`config.mk`:
```
export PLATFORM = sky130hd
export DESIGN_NAME = button_frontend_flat
export DESIGN_NICKNAME = d
export VERILOG_FILES = /design/src/rtl/button_frontend_pkg.sv /design/src/rtl/button_frontend_if.sv /design/src/rtl/button_frontend_debounce.sv /design/src/rtl/button_frontend.sv /design/src/flat_wrapper.sv
export SDC_FILE = /design/constraint.sdc
export NUM_CORES = 1
export LEC_CHECK = 0
export BUFFER_PORTS_ARGS = -buffer_cell sky130_fd_sc_hd__clkbuf_2
export CORE_MARGIN = 8
export CORE_UTILIZATION = 30
export CTS_CLUSTER_SIZE = 40
export DETAILED_ROUTE_END_ITERATION = 8
export MAX_ROUTING_LAYER = met4
export PLACE_DENSITY = 0.45
export SLEW_MARGIN = 20
export SYNTH_ARGS = -nofsm -noshare
export SYNTH_HDL_FRONTEND = slang
export SYNTH_SLANG_ARGS = --single-unit
export TNS_END_PERCENT = 30
```
`constraint.sdc`:
```
create_clock -name clk -period 3.4 [get_ports clk]
set_input_delay 0 -clock clk [delete_from_list [all_inputs] [get_ports clk]]
set_output_delay 0 -clock clk [all_outputs]
set_load 0.05 [all_outputs]
```
`src/rtl/button_frontend_pkg.sv`:
```
// -----------------------------------------------------------------------------
// menu_pkg: constants and types shared by the button front end and the menu
// FSM that consumes its events.
//   NUM_BTN      : number of board buttons (AD, AT, SEL, CLC)
//   ev_code_t    : 2-bit event code carried on the event channel
//   EV_*         : event codes, equal to the button's bit index
//   deb_state_t  : per-button debounce FSM states
//   pick_t       : result of the priority pick over the pending register
//   pick_pending : highest-priority pending button, CLC > SEL > AT > AD
// -----------------------------------------------------------------------------
package menu_pkg;

    localparam int NUM_BTN = 4;

    typedef logic [1:0] ev_code_t;

    localparam ev_code_t EV_AD  = 2'd0;
    localparam ev_code_t EV_AT  = 2'd1;
    localparam ev_code_t EV_SEL = 2'd2;
    localparam ev_code_t EV_CLC = 2'd3;

    typedef enum logic [1:0] {
        DB_IDLE    = 2'd0,
        DB_PRESS   = 2'd1,
        DB_PRESSED = 2'd2,
        DB_REL     = 2'd3
    } deb_state_t;

    typedef struct packed {
        logic     found;
        ev_code_t code;
    } pick_t;

    // Highest-priority set bit of the pending register; found=0 when empty.
    function automatic pick_t pick_pending(input logic [NUM_BTN-1:0] pend);
        pick_t p;
        p.found = 1'b1;
        if (pend[3]) begin
            p.code = EV_CLC;
        end else if (pend[2]) begin
            p.code = EV_SEL;
        end else if (pend[1]) begin
            p.code = EV_AT;
        end else if (pend[0]) begin
            p.code = EV_AD;
        end else begin
            p.found = 1'b0;
            p.code  = EV_AD;
        end
        return p;
    endfunction

endpackage

```
`src/rtl/button_frontend_if.sv`:
```
// -----------------------------------------------------------------------------
// button_frontend_if: valid/ready event channel from the button front end to
// the menu FSM.
//   ev_valid : an event is presented (producer -> consumer)
//   ev_code  : event code, see menu_pkg::EV_* (producer -> consumer)
//   ev_drop  : one-cycle pulse, a press was merged into an already pending one
//   ev_ready : consumer accepts the presented event (consumer -> producer)
// Modports: master = producer (button_frontend), slave = consumer.
// -----------------------------------------------------------------------------
interface button_frontend_if;
    import menu_pkg::*;

    logic     ev_valid;
    ev_code_t ev_code;
    logic     ev_drop;
    logic     ev_ready;

    modport master (
        output ev_valid,
        output ev_code,
        output ev_drop,
        input  ev_ready
    );

    modport slave (
        input  ev_valid,
        input  ev_code,
        input  ev_drop,
        output ev_ready
    );

endinterface

```
`src/rtl/button_frontend_debounce.sv`:
```
// -----------------------------------------------------------------------------
// btn_debounce: one button's synchroniser, debounce counter and 4-state FSM.
//   clk       in  system clock
//   reset     in  synchronous active-low reset
//   i_raw     in  asynchronous active-high pin
//   o_level   out debounced level (registered)
//   o_press   out one-cycle pulse, the FSM enters PRESSED from the press side
//   o_pressed out FSM is in PRESSED (used for auto-repeat timing)
// A level change is accepted after DEBOUNCE_CYCLES consecutive samples of the
// synchronised pin that differ from the current level; any bounce restarts it.
// -----------------------------------------------------------------------------
module btn_debounce
    import menu_pkg::*;
#(
    parameter int unsigned DEBOUNCE_CYCLES = 160000
) (
    input  logic clk,
    input  logic reset,
    input  logic i_raw,
    output logic o_level,
    output logic o_press,
    output logic o_pressed
);

    localparam int unsigned CNT_W = (DEBOUNCE_CYCLES > 1) ? $clog2(DEBOUNCE_CYCLES) : 1;
    localparam logic [CNT_W-1:0] CNT_LAST = CNT_W'(DEBOUNCE_CYCLES - 1);

    logic             r_sync1;
    logic             r_sync2;
    logic [CNT_W-1:0] r_cnt;
    logic             r_level;
    deb_state_t       r_state;
    deb_state_t       w_state_nxt;
    logic             w_differ;
    logic             w_done;
    logic             w_press;

    // The count completes on the edge where D consecutive differing samples
    // have been seen; the level and the FSM both move on that edge.
    assign w_differ = (r_sync2 != r_level);
    assign w_done   = w_differ && (r_cnt == CNT_LAST);

    // Two-flop synchroniser for the asynchronous pin.
    always_ff @(posedge clk) begin
        if (!reset) begin
            r_sync1 <= 1'b0;
            r_sync2 <= 1'b0;
        end else begin
            r_sync1 <= i_raw;
            r_sync2 <= r_sync1;
        end
    end

    // Stability counter and debounced level.
    always_ff @(posedge clk) begin
        if (!reset) begin
            r_cnt   <= '0;
            r_level <= 1'b0;
        end else if (w_done) begin
            r_cnt   <= '0;
            r_level <= r_sync2;
        end else if (w_differ) begin
            r_cnt   <= r_cnt + CNT_W'(1);
        end else begin
            r_cnt   <= '0;
        end
    end

    // FSM state register.
    always_ff @(posedge clk) begin
        if (!reset) begin
            r_state <= DB_IDLE;
        end else begin
            r_state <= w_state_nxt;
        end
    end

    // FSM next state and press pulse. Only the press side produces an event;
    // a release bounce returning to PRESSED is not a new press.
    always_comb begin
        w_state_nxt = r_state;
        w_press     = 1'b0;
        case (r_state)
            DB_IDLE: begin
                if (r_sync2) begin
                    if (w_done) begin
                        w_state_nxt = DB_PRESSED;
                        w_press     = 1'b1;
                    end else begin
                        w_state_nxt = DB_PRESS;
                    end
                end else begin
                    w_state_nxt = DB_IDLE;
                end
            end
            DB_PRESS: begin
                if (w_done) begin
                    w_state_nxt = DB_PRESSED;
                    w_press     = 1'b1;
                end else if (!r_sync2) begin
                    w_state_nxt = DB_IDLE;
                end else begin
                    w_state_nxt = DB_PRESS;
                end
            end
            DB_PRESSED: begin
                if (!r_sync2) begin
                    w_state_nxt = w_done ? DB_IDLE : DB_REL;
                end else begin
                    w_state_nxt = DB_PRESSED;
                end
            end
            DB_REL: begin
                if (w_done) begin
                    w_state_nxt = DB_IDLE;
                end else if (r_sync2) begin
                    w_state_nxt = DB_PRESSED;
                end else begin
                    w_state_nxt = DB_REL;
                end
            end
            default: begin
                w_state_nxt = DB_IDLE;
                w_press     = 1'b0;
            end
        endcase
    end

    assign o_level   = r_level;
    assign o_press   = w_press;
    assign o_pressed = (r_state == DB_PRESSED);

endmodule

```
`src/rtl/button_frontend.sv`:
```
// -----------------------------------------------------------------------------
// button_frontend: debounces the four board buttons and turns each press into
// exactly one event on a valid/ready channel towards the menu FSM.
//   clk       in  system clock, rising edge
//   reset     in  synchronous active-low reset
//   btn_raw   in  [3:0] asynchronous pins: [0]=AD [1]=AT [2]=SEL [3]=CLC
//   btn_level out [3:0] debounced levels
//   ev_if     master modport of button_frontend_if (ev_valid, ev_code,
//             ev_drop out; ev_ready in)
// Optional feature: define AUTOREPEAT_EN to make AD and AT auto-repeat while
// held (first repeat REPEAT_DELAY cycles after the press event, then every
// REPEAT_PERIOD cycles). Without it each press yields exactly one event.
// -----------------------------------------------------------------------------
module button_frontend
    import menu_pkg::*;
#(
    parameter int unsigned DEBOUNCE_CYCLES = 160000,
    parameter int unsigned REPEAT_DELAY    = 8000000,
    parameter int unsigned REPEAT_PERIOD   = 3200000
) (
    input  logic                clk,
    input  logic                reset,
    input  logic [NUM_BTN-1:0]  btn_raw,
    output logic [NUM_BTN-1:0]  btn_level,
    button_frontend_if.master   ev_if
);

`ifdef AUTOREPEAT_EN
    localparam logic RPT_EN = 1'b1;
`else
    localparam logic RPT_EN = 1'b0;
`endif

    // Auto-repeat applies to AD and AT only.
    localparam logic [NUM_BTN-1:0] RPT_MASK = 4'b0011;

    localparam int unsigned RPT_MAX = (REPEAT_DELAY > REPEAT_PERIOD) ? REPEAT_DELAY : REPEAT_PERIOD;
    localparam int unsigned RPT_W   = (RPT_MAX > 1) ? $clog2(RPT_MAX) : 1;
    localparam logic [RPT_W-1:0] RPT_DELAY_LAST  = RPT_W'(REPEAT_DELAY - 1);
    localparam logic [RPT_W-1:0] RPT_PERIOD_LAST = RPT_W'(REPEAT_PERIOD - 1);

    logic [NUM_BTN-1:0] w_level;
    logic [NUM_BTN-1:0] w_press;
    logic [NUM_BTN-1:0] w_pressed;

    logic [RPT_W-1:0]   r_rpt_cnt [NUM_BTN];
    logic [NUM_BTN-1:0] r_rpt_first;
    logic [NUM_BTN-1:0] w_rpt_active;
    logic [NUM_BTN-1:0] w_repeat;

    logic [NUM_BTN-1:0] r_pending;
    logic [NUM_BTN-1:0] w_pending_nxt;
    logic [NUM_BTN-1:0] w_event;
    logic [NUM_BTN-1:0] w_clr;
    logic               w_load;
    logic               w_drop;
    pick_t              w_pick;

    logic               r_valid;
    ev_code_t           r_code;
    logic               r_drop;

    for (genvar gi = 0; gi < NUM_BTN; gi++) begin : g_btn
        btn_debounce #(
            .DEBOUNCE_CYCLES (DEBOUNCE_CYCLES)
        ) u_deb (
            .clk       (clk),
            .reset     (reset),
            .i_raw     (btn_raw[gi]),
            .o_level   (w_level[gi]),
            .o_press   (w_press[gi]),
            .o_pressed (w_pressed[gi])
        );
    end

    assign btn_level = w_level;

    // Repeat fire decision: first repeat after REPEAT_DELAY cycles in PRESSED,
    // later ones every REPEAT_PERIOD cycles.
    always_comb begin
        w_rpt_active = '0;
        w_repeat     = '0;
        for (int i = 0; i < NUM_BTN; i++) begin
            w_rpt_active[i] = RPT_EN & RPT_MASK[i] & w_pressed[i];
            if (!w_rpt_active[i]) begin
                w_repeat[i] = 1'b0;
            end else if (r_rpt_first[i]) begin
                w_repeat[i] = (r_rpt_cnt[i] == RPT_DELAY_LAST);
            end else begin
                w_repeat[i] = (r_rpt_cnt[i] == RPT_PERIOD_LAST);
            end
        end
    end

    // Repeat counters: run while in PRESSED, clear on leaving it and on each
    // repeat event.
    always_ff @(posedge clk) begin
        if (!reset) begin
            for (int i = 0; i < NUM_BTN; i++) begin
                r_rpt_cnt[i] <= '0;
            end
            r_rpt_first <= '1;
        end else begin
            for (int i = 0; i < NUM_BTN; i++) begin
                if (!w_rpt_active[i]) begin
                    r_rpt_cnt[i]   <= '0;
                    r_rpt_first[i] <= 1'b1;
                end else if (w_repeat[i]) begin
                    r_rpt_cnt[i]   <= '0;
                    r_rpt_first[i] <= 1'b0;
                end else begin
                    r_rpt_cnt[i]   <= r_rpt_cnt[i] + RPT_W'(1);
                    r_rpt_first[i] <= r_rpt_first[i];
                end
            end
        end
    end

    // Arbitration and pending update. The stage picks from the registered
    // pending bits, so a press arriving on the same edge that its bit is
    // loaded survives as a fresh pending bit rather than being merged.
    always_comb begin
        w_event = w_press | w_repeat;
        w_pick  = pick_pending(r_pending);
        w_load  = !r_valid || ev_if.ev_ready;
        w_clr   = '0;
        if (w_load && w_pick.found) begin
            w_clr = 4'b0001 << w_pick.code;
        end else begin
            w_clr = '0;
        end
        w_drop        = |(w_event & r_pending & ~w_clr);
        w_pending_nxt = (r_pending & ~w_clr) | w_event;
    end

    // Pending register, output stage and drop pulse.
    always_ff @(posedge clk) begin
        if (!reset) begin
            r_pending <= '0;
            r_valid   <= 1'b0;
            r_code    <= EV_AD;
            r_drop    <= 1'b0;
        end else begin
            r_pending <= w_pending_nxt;
            r_drop    <= w_drop;
            if (w_load) begin
                r_valid <= w_pick.found;
                if (w_pick.found) begin
                    r_code <= w_pick.code;
                end else begin
                    r_code <= r_code;
                end
            end else begin
                r_valid <= r_valid;
                r_code  <= r_code;
            end
        end
    end

    assign ev_if.ev_valid = r_valid;
    assign ev_if.ev_code  = r_code;
    assign ev_if.ev_drop  = r_drop;

endmodule

```
`src/flat_wrapper.sv`:
```
// flat-port wrapper written by rule: the top's interface ports become plain ports
module button_frontend_flat import menu_pkg::*;
#(
    parameter int unsigned DEBOUNCE_CYCLES = 160000,
    parameter int unsigned REPEAT_DELAY    = 8000000,
    parameter int unsigned REPEAT_PERIOD   = 3200000
)
  (clk, reset, btn_raw, btn_level, ev_if_ev_valid, ev_if_ev_code, ev_if_ev_drop, ev_if_ev_ready);
  button_frontend_if ev_if_i ();
  input  logic clk;
  input  logic reset;
  input  logic [NUM_BTN-1:0] btn_raw;
  output logic [NUM_BTN-1:0] btn_level;
  output wire logic [$bits(ev_if_i.ev_valid)-1:0] ev_if_ev_valid;
  output wire logic [$bits(ev_if_i.ev_code)-1:0] ev_if_ev_code;
  output wire logic [$bits(ev_if_i.ev_drop)-1:0] ev_if_ev_drop;
  input wire logic [$bits(ev_if_i.ev_ready)-1:0] ev_if_ev_ready;
  assign ev_if_ev_valid = ev_if_i.ev_valid;
  assign ev_if_ev_code = ev_if_i.ev_code;
  assign ev_if_ev_drop = ev_if_i.ev_drop;
  assign ev_if_i.ev_ready = ev_if_ev_ready;
  button_frontend #(.DEBOUNCE_CYCLES(DEBOUNCE_CYCLES), .REPEAT_DELAY(REPEAT_DELAY), .REPEAT_PERIOD(REPEAT_PERIOD)) u_core (.clk(clk), .reset(reset), .btn_raw(btn_raw), .btn_level(btn_level), .ev_if(ev_if_i));
endmodule
```
==> run metrics, run 1 <==
Async SR Flop Fraction=0%; number of enable flip-flop cells after synthesis=0; Max Buffers Root-to-Sink=2; gr ovfl total=0; P_int=0.00185 W; Flop pwr share=51.0%; area of the die=19100 um2; CTS HTree Levels=3; Pre-antenna DRT Iters=4; max cap viols=0; leakage power=1.54 nW; pwr dens=462 nW/um2; status=finished, final reports clean; dpl hpwl=6.55 mm; number of global-route vias before repair=3288; critical path class=flop to flop; DR vias=3591; setup TNS=0 ns; CTS sink count=100; num ports=15; synth unique cells=45; Clock Power Share=47.5%; slowest stage delay, CP=0.57 ns; Cell Chain, Critical Path=or4b_4 -> or4_4 -> o21ai_2 -> nor2_1; Worst setup SP type=flop; Comb power frac=1.5%; Clock transition at path regs=0.07 ns; P_sw=0.000467 W; crit share post-route=66.4%; worst path bufs/invs=0; Hold Fails Final Rpt=0; f_max=0.443 GHz; largest net degree at the start of global routing=20; Post-DRT Antenna Nets=0; Avg Cell Area, Syn=8.76 um2; Slew HR=50.7%; HP Class=primary input to flop; Nets=526; core area=14500 um2; area grow syn2layout=12.5%; Crit Reg-Reg Startpoint=u_core.g_btn[3].u_deb.r_cnt[16]$_SDFF_PP0_; skew final=0.00553 ns; worst path required time=3.61 ns; multi-input logic area=2310 um2; Chip Width=138 um; Tot GR Track Use=10.2%; Worst-Skew Late Latency=0.35 ns; endpoints failing setup=0; Final Total Pwr=0.00232 W; Storage cell area=2000 um2; DR WL/cell=13.4 um; fill cell count=1518; Die H=138 um; pins over their slew limit=0; Yosys warnings=0; CP max FO=17; input/output buffers=14; Critical Path Start=u_core.g_btn[3].u_deb.r_cnt[16]$_SDFF_PP0_; initial antenna violation count=0; fraction of layout cells with a size suffix above 1=7.12%; Synth top area share=44.8%; Rows=44; Slowest cell on crit path=o21ai_2; # diodes=0; ys flop type=dfxtp_1; Starting Density=30.7%; CTS Buf Count=9; hold_sp=ev_if_ev_ready; Peak VDD IR=0.244 mV; CTS tree=yes; initial drt markers=231; top cells by area, synth=dfxtp_1 (45%), xor2_1 (5.9%), nor2_1 (5.0%), xnor2_1 (3.7%), nand4_1 (3.5%); GP Congestion=0.753; drt via density=5.10; final wirelength=9.46 mm; unrepaired setup endpoints after global routing=false; Clock Root Buffer=clkbuf_16; Least-Margin Pin Slew=0.735 ns; Syn Inst Count=510; DRC violations left=0; Synthesized Nets=521; #FFs+latches synth=100; Period minus WS final=2.26 ns; Syn Std Cell Area=4470 um2; Yosys top cell by area=dfxtp_1; global-route wire length before repair=16.0 mm; Seq/Total Area, Yosys=44.8%; Crit path max-delay family=simple AND/OR/NAND/NOR gates; WP data arrival=2.46 ns; Switching Fraction=20.1%; Worst Setup End Kind=flop
-- cell usage in the layout (no fill, tap or decap), types with 9 or more instances in the layout --
cell / n
or3_1: 13
xor2_1: 30
o21ai_0: 21
clkbuf_16: 9
inv_1: 9
a21oi_1: 31
nand3_1: 26
dfxtp_1: 100
o31ai_1: 13
nor2_1: 60
and4_1: 11
nor4_1: 9
nand2_1: 26
nand4_1: 25
or4_1: 15
and2_1: 16
clkbuf_2: 14
xnor2_1: 19
-- flip-flops by register name, indices dropped and copies added (netlist names) --
name,flops
u_core.ev_if.ev_valid,1
u_core.g_btn.u_deb.r_sync2,4
u_core.g_btn.u_deb.r_state,8
u_core.r_pending,4
u_core.ev_if.ev_code,2
u_core.g_btn.u_deb.o_level,4
u_core.g_btn.u_deb.r_cnt,72
u_core.g_btn.u_deb.r_sync1,4
u_core.ev_if.ev_drop,1
-- metal layers --
metal / share of wire [%] / vias up / track usage [%]
li1: - / 1850 / -
met1: 51 / 1687 / 13.2
met2: 44 / 49 / 14.5
met3: 3.8 / 5 / 3.56
met4: 0.81 / 0 / 2.86
met5: 0 / - / -
-- kinds of logic after synthesis --
group                      after synthesis  share of synthesized area [%]
AOI/OAI and AO/OA                       86                           11.5
buffers and inverters                   36                           3.42
DFF                                    100                           44.8
adders and majority gates                4                           1.12
xor gates and xnor gates                49                           9.61
and+or+nand+nor                        235                           29.5
-- cell usage after synthesis (9+ instances only) --
| library cell | n |
|---|---|
| nand4_1 | 25 |
| a21oi_1 | 31 |
| o31ai_1 | 13 |
| nor2_1 | 60 |
| and2_1 | 16 |
| nand2_1 | 26 |
| o21ai_0 | 21 |
| nand3_1 | 26 |
| or3_1 | 13 |
| xor2_1 | 30 |
| inv_1 | 9 |
| clkbuf_1 | 20 |
| and4_1 | 11 |
| nor4_1 | 9 |
| or4_1 | 15 |
| xnor2_1 | 19 |
| dfxtp_1 | 100 |
-- layout make-up --
type / count / area share [%]
sequential: 100 / 39.8
multi-input combinational: 374 / 46.0
inverter: 10 / 0.747
timing repair buffer: 20 / 2.49
tap: 184 / 4.58
clock inverter: 5 / 1.49
clock buffer: 11 / 4.83
-- power by group through the flow --
stage	registers (W)	logic, W	clock network [W]
global placement	0.00121	0.0000327	0
global route	0.00118	0.0000407	0.00119
CTS	0.00118	0.0000366	0.00115
detailed placement	0.00121	0.0000329	0
finish	0.00118	0.0000355	0.00110
floorplan	0.00121	0.0000229	0
-- through the flow --
step | utilization [%] | hold slack (ns) | cells | instance area (um2) | setup slack [ns]
final | 34.6 | 0.0264 | 704 | 5030 | 1.14
after global placement | 32.1 | 0.215 | 684 | 4670 | 1.14
after global routing | 34.6 | 0.0449 | 704 | 5030 | 0.977
after detailed placement | 32.1 | 0.215 | 684 | 4670 | 1.13
after CTS | 34.6 | 0.0107 | 704 | 5030 | 1.10
after floorplan | - | 0.127 | 510 | 4470 | 1.31
-- worst paths after layout --
check | endpoint | slack (ns) | cells past startpoint
worst max-delay path | u_core.g_btn[3].u_deb.r_cnt[7]$_SDFF_PP0_ | 1.14 | 4
worst max register to register | u_core.g_btn[3].u_deb.r_cnt[7]$_SDFF_PP0_ | 1.14 | 4
worst min-delay path | u_core.r_pending[3]$_SDFF_PN0_ | 0.03 | 4
worst min register to register | u_core.g_btn[3].u_deb.r_sync2$_SDFF_PN0_ | 0.44 | 1
-- repair_timing --
action	CTS	global route
gates resized for setup	0	0
hold buffers	4	0
setup buffers	0	0
endpoints found under the hold margin	4	0
-- worst register-to-register path, cell delays in order (launching register included) --
cell     delay (ns)
dfxtp_1        0.34
or4b_4         0.55
or4_4          0.55
o21ai_2        0.57
nor2_1         0.12
Note: power is estimated with default switching activity, not from simulation.
==> run 2: changes to the inputs <==
- clock period: 3.4 -> 2.27 ns (I/O delays scaled with it)
==> run 2 against run 1 <==
  * Non-clock buffer count up 11
  * Sequential power rose by 50%
  * Total power grew 48%
  * First-iteration DRC count is 10% lower
  * Critical path depth is the same
  * Wire length down 0.43%
==> run metrics, run 2 (same netlist as run 1, synthesis figures left out) <==
skew final=0.00574 ns; DRC violations left=0; fill cell count=1508; Post-DP Area=4750 um2; fin area=5100 um2; core area=14500 um2; Worst-Skew Late Latency=0.35 ns; GP Congestion=0.739; Peak VDD IR=0.432 mV; CTS HTree Levels=3; largest net degree at the start of global routing=19; drt via density=4.99; Worst setup SP type=flop; Clock Root Buffer=clkbuf_16; Largest register FFs=72; leakage power=1.59 nW; critical path class=flop to flop; input/output buffers=14; gr ovfl total=0; pwr dens=674 nW/um2; reg-to-reg slack, setup=0.15 ns; crit share post-route=93.6%; most common cell after layout, fill and taps aside=dfxtp_1; dpl hpwl=6.62 mm; WP data arrival=2.41 ns; Final Util=35.1%; Pre-antenna DRT Iters=4; Slew HR=66.1%; final wirelength=9.42 mm; number of global-route vias before repair=3278; Hold Fails Final Rpt=0; max cap viols=0; R2R Path End=u_core.r_pending[3]$_SDFF_PN0_; CTS sink count=100; area of the die=19100 um2; Post-DRT Antenna Nets=0; CTS Buf Count=9; Nets=537; area grow syn2layout=14.3%; Largest regs=u_core.g_btn.u_deb.r_cnt (72), u_core.g_btn.u_deb.r_state (8); CP Capture Point=u_core.r_pending[3]$_SDFF_PN0_; most frequent cells in the layout=dfxtp_1 (100), nor2_1 (60), a21oi_1 (31); setup TNS=0 ns; endpoints failing setup=0; Worst Setup End Kind=flop; Hold WS=0.0212 ns; setup ws final=0.145 ns; Crit Reg-Reg Startpoint=u_core.g_btn[3].u_deb.r_cnt[15]$_SDFF_PP0_; Critical Path Start=u_core.g_btn[3].u_deb.r_cnt[15]$_SDFF_PP0_; status=finished, final reports clean; Die H=138 um; Reg2Reg Depth=4; f_max=0.471 GHz; Tot GR Track Use=10.4%; Least-Margin Pin Slew=0.503 ns; num ports=15; initial drt markers=208; Clock transition at path regs=0.07 ns; fraction of layout cells with a size suffix above 1=9.04%; Period minus WS final=2.12 ns; Starting Density=30.7%; Rows=44; pins over their slew limit=0; DR WL/cell=13.2 um; unrepaired setup endpoints after global routing=false; CP max FO=5; Top reg by flops=u_core.g_btn.u_deb.r_cnt; CTS tree=yes; global-route wire length before repair=16.2 mm; worst path required time=2.56 ns; initial antenna violation count=0; DR vias=3571; DP Worst Slack=0.155 ns; Max Buffers Root-to-Sink=2; HP Class=primary input to flop; Chip Width=138 um; # diodes=0
[run 2: cell count changes in the layout (fill, tap and decap cells not counted), sizes merged]
cell,previous run,this run
buf,2,13
clkbuf,25,27
bufinv,2,1
clkinv,4,3
[run 2: per-layer routing]
layer / share of wire [%] / vias up / wire [um] / track usage, %
met5: 0 / - / 0 / -
met2: 44 / 27 / 4130 / 15.3
met4: 1.5 / 0 / 143 / 4.29
met3: 2.6 / 12 / 249 / 3.25
met1: 52 / 1658 / 4900 / 13.0
li1: - / 1874 / - / -
[run 2: what timing repair did]
item,in CTS,in global routing
endpoints found under the hold margin,4,0
gates resized for setup,0,0
buffers inserted,0,0
hold buffers,4,0
[run 2: power breakdown]
part           internal (W)  switching (W)  total [W]
logic             0.0000244      0.0000328  0.0000572
registers           0.00176     0.00000798    0.00177
clock network      0.000946       0.000665    0.00161
[run 2: how the worst min path moves through the flow]
stage / start / end / slack, ns / cells past startpoint
after floorplan: btn_raw[0] / u_core.g_btn[0].u_deb.r_sync1$_SDFF_PN0_ / 0.13 / 1
after global placement: btn_raw[1] / u_core.g_btn[1].u_deb.r_sync1$_SDFF_PN0_ / 0.21 / 2
after detailed placement: btn_raw[2] / u_core.g_btn[2].u_deb.r_sync1$_SDFF_PN0_ / 0.21 / 2
after CTS: ev_if_ev_ready / u_core.r_pending[3]$_SDFF_PN0_ / 0.001 / 4
after global routing: ev_if_ev_ready / u_core.r_pending[3]$_SDFF_PN0_ / 0.04 / 4
final: ev_if_ev_ready / u_core.r_pending[3]$_SDFF_PN0_ / 0.02 / 4
[run 2: cell type report]
class | count | area (um2) | share of cell area [%]
Clock buffer | 13 | 270 | 5.29
Clock inverter | 3 | 43.8 | 0.858
Inverter | 10 | 37.5 | 0.735
Multi-Input combinational cell | 374 | 2310 | 45.3
Sequential cell | 100 | 2000 | 39.2
Tap cell | 184 | 230 | 4.51
Timing Repair Buffer | 31 | 208 | 4.07
[run 2: per-stage QoR]
step / std cells / total power [W]
global placement: 695 / 0.00186
CTS: 715 / 0.00351
floorplan: 510 / 0.00184
detailed placement: 695 / 0.00187
finish: 715 / 0.00344
global route: 715 / 0.00358
[run 2: worst max-delay path, cell delays in order, from the launching register on]
cell	delay (ns)
dfxtp_1	0.34
or4b_4	0.53
or4_4	0.55
or4_1	0.49
a21oi_1	0.14
==> run 3: changes to the inputs <==
- CORE_MARGIN: 8 -> 3
- GPL_TIMING_DRIVEN: default -> 0
==> run 3 against run 2 <==
  * Fmax is 2.1% lower
  * Combinational power is 2% higher
  * Clock power is 2% higher
  * Sequential power about the same
  * Die area is 14% lower
  * First-iteration DRC count down 25%
  * Total power rose by 1.3%
  * Core utilization grew 1.1 points
  * Final cell count up 1.4%
  * Largest cell class unchanged
==> run metrics, run 3 (same netlist as run 1, synthesis figures left out) <==
status=finished, final reports clean; met2 Use GR=17.5%; worst path required time=2.50 ns; Clock Power Share=47.4%; fin area=5150 um2; core area=14200 um2; initial drt markers=157; Starting Density=31.5%; setup ws final=0.0998 ns; setup TNS=0 ns; Largest register FFs=72; CTS HTree Levels=3; DR vias=3682; skew final=0.00832 ns; Least-Margin Pin Slew=0.677 ns; P_sw=0.000699 W; DP Worst Slack=-0.372 ns; Pre-antenna DRT Iters=4; Period minus WS final=2.17 ns; Die H=128 um; CTS tree=yes; Comb power frac=1.7%; Max Buffers Root-to-Sink=2; area of the die=16400 um2; DRC violations left=0; num ports=15; unrepaired setup endpoints after global routing=true; dpl hpwl=6.55 mm; GP Congestion=0.809; worst path bufs/invs=1; leakage power=1.59 nW; CP max FO=10; global-route wire length before repair=16.5 mm; Peak VDD IR=0.321 mV; pins over their slew limit=0; gr ovfl total=0; f_max=0.461 GHz; Cell Chain, Critical Path=or4b_4 -> or4_4 -> o21ai_4 -> clkbuf_4 -> nor2_1; endpoints failing setup=0; Nets=551; fraction of layout cells with a size suffix above 1=7.89%; CTS sink count=100; Worst Setup End Kind=flop; Slowest cell on crit path=or4_4; Worst setup SP type=flop; max cap viols=0; Switching Fraction=20.1%; Rows=43; input/output buffers=13; largest net degree at the start of global routing=16; CTS Buf Count=9; Hold Fails Final Rpt=0; crit share post-route=95.6%; Chip Width=128 um; DR WL/cell=12.9 um; drt via density=5.08; M3 GR Usage=2.13%; slowest stage delay, CP=0.57 ns; Flop pwr share=50.9%; Tot GR Track Use=12.5%; Crit path max-delay family=simple AND/OR/NAND/NOR gates; most frequent cells in the layout=dfxtp_1 (100), nor2_1 (60), a21oi_1 (31); multi-input logic area=2320 um2; P_int=0.00278 W; grt peak-use layer=met1; Clock Root Buffer=clkbuf_16; pwr dens=677 nW/um2; most common cell after layout, fill and taps aside=dfxtp_1; Storage cell area=2000 um2; fill cell count=1480; Post-DP Area=4760 um2; Worst-Skew Late Latency=0.34 ns; number of global-route vias before repair=3392; final wirelength=9.35 mm; critical path class=flop to flop; M1 GR Usage=17.7%; HP Class=primary input to flop; initial antenna violation count=0; Largest regs=u_core.g_btn.u_deb.r_cnt (72), u_core.g_btn.u_deb.r_state (8); Post-DRT Antenna Nets=0; WP data arrival=2.40 ns; # diodes=0; Clock transition at path regs=0.07 ns; Slew HR=54.5%; Top reg by flops=u_core.g_btn.u_deb.r_cnt; area grow syn2layout=15.2%
==> run 3: area by class of cell <==
type | count | area share [%]
repair buffers | 20 | 2.48
clock inverters | 4 | 1.41
inverters | 10 | 0.729
clock buffers | 12 | 4.79
well taps | 180 | 4.38
flip-flops and latches | 100 | 38.9
multi-input cells | 374 | 45.1
plain buffers | 25 | 2.24
==> run 3: worst paths after layout <==
path,endpoint,startpoint,depth (start not counted),slack [ns]
hold / removal,u_core.r_pending[3]$_SDFF_PN0_,ev_if_ev_ready,4,0.05
hold reg to reg,u_core.g_btn[2].u_deb.r_sync2$_SDFF_PN0_,u_core.g_btn[2].u_deb.r_sync1$_SDFF_PN0_,1,0.43
setup reg to reg,u_core.g_btn[3].u_deb.r_cnt[5]$_SDFF_PP0_,u_core.g_btn[3].u_deb.r_cnt[16]$_SDFF_PP0_,5,0.1
setup / recovery,u_core.g_btn[3].u_deb.r_cnt[5]$_SDFF_PP0_,u_core.g_btn[3].u_deb.r_cnt[16]$_SDFF_PP0_,5,0.1
==> run 3: metrics by stage <==
| stage | total power (W) | util, % | hold WS (ns) | instances |
|---|---|---|---|---|
| 4_1_cts | 0.00354 | 36.2 | 0.0208 | 726 |
| 3_3_place_gp | 0.00186 | 33.5 | 0.216 | 703 |
| 5_1_grt | 0.00362 | 36.2 | 0.0739 | 725 |
| 2_1_floorplan | 0.00184 | - | 0.127 | 510 |
| 6_report | 0.00348 | 36.2 | 0.0494 | 725 |
| 3_5_place_dp | 0.00186 | 33.5 | 0.215 | 703 |
==> run 3: layer usage <==
metal	routed length [um]	up-vias	share of wire, %
met3	245	12	2.6
met1	5100	1715	55
met2	3850	41	41
met5	0	-	0
li1	-	1914	-
met4	161	0	1.7
==> run 3: power groups by stage <==
stage               Sequential (W)  Combinational, W  Clock (W)
floorplan                  0.00181         0.0000343          0
global placement           0.00181         0.0000513          0
detailed placement         0.00181         0.0000518          0
CTS                        0.00177         0.0000598    0.00171
global route               0.00177         0.0000665    0.00178
finish                     0.00177         0.0000586    0.00165
==> run 3: tightest hold or removal path: stages <==
cell and delay (ns):
clkbuf_2 0.09, nor2b_1 0.11, nand2_1 0.09, a21oi_1 0.05
==> run 3: what timing repair did <==
action / in CTS / in global routing
hold endpoints to repair: 4 / 0
pin swaps: 2 / 0
resized for setup: 2 / 1
setup endpoints to repair: 38 / 28
buffers inserted: 3 / 0
hold buffers: 4 / 0
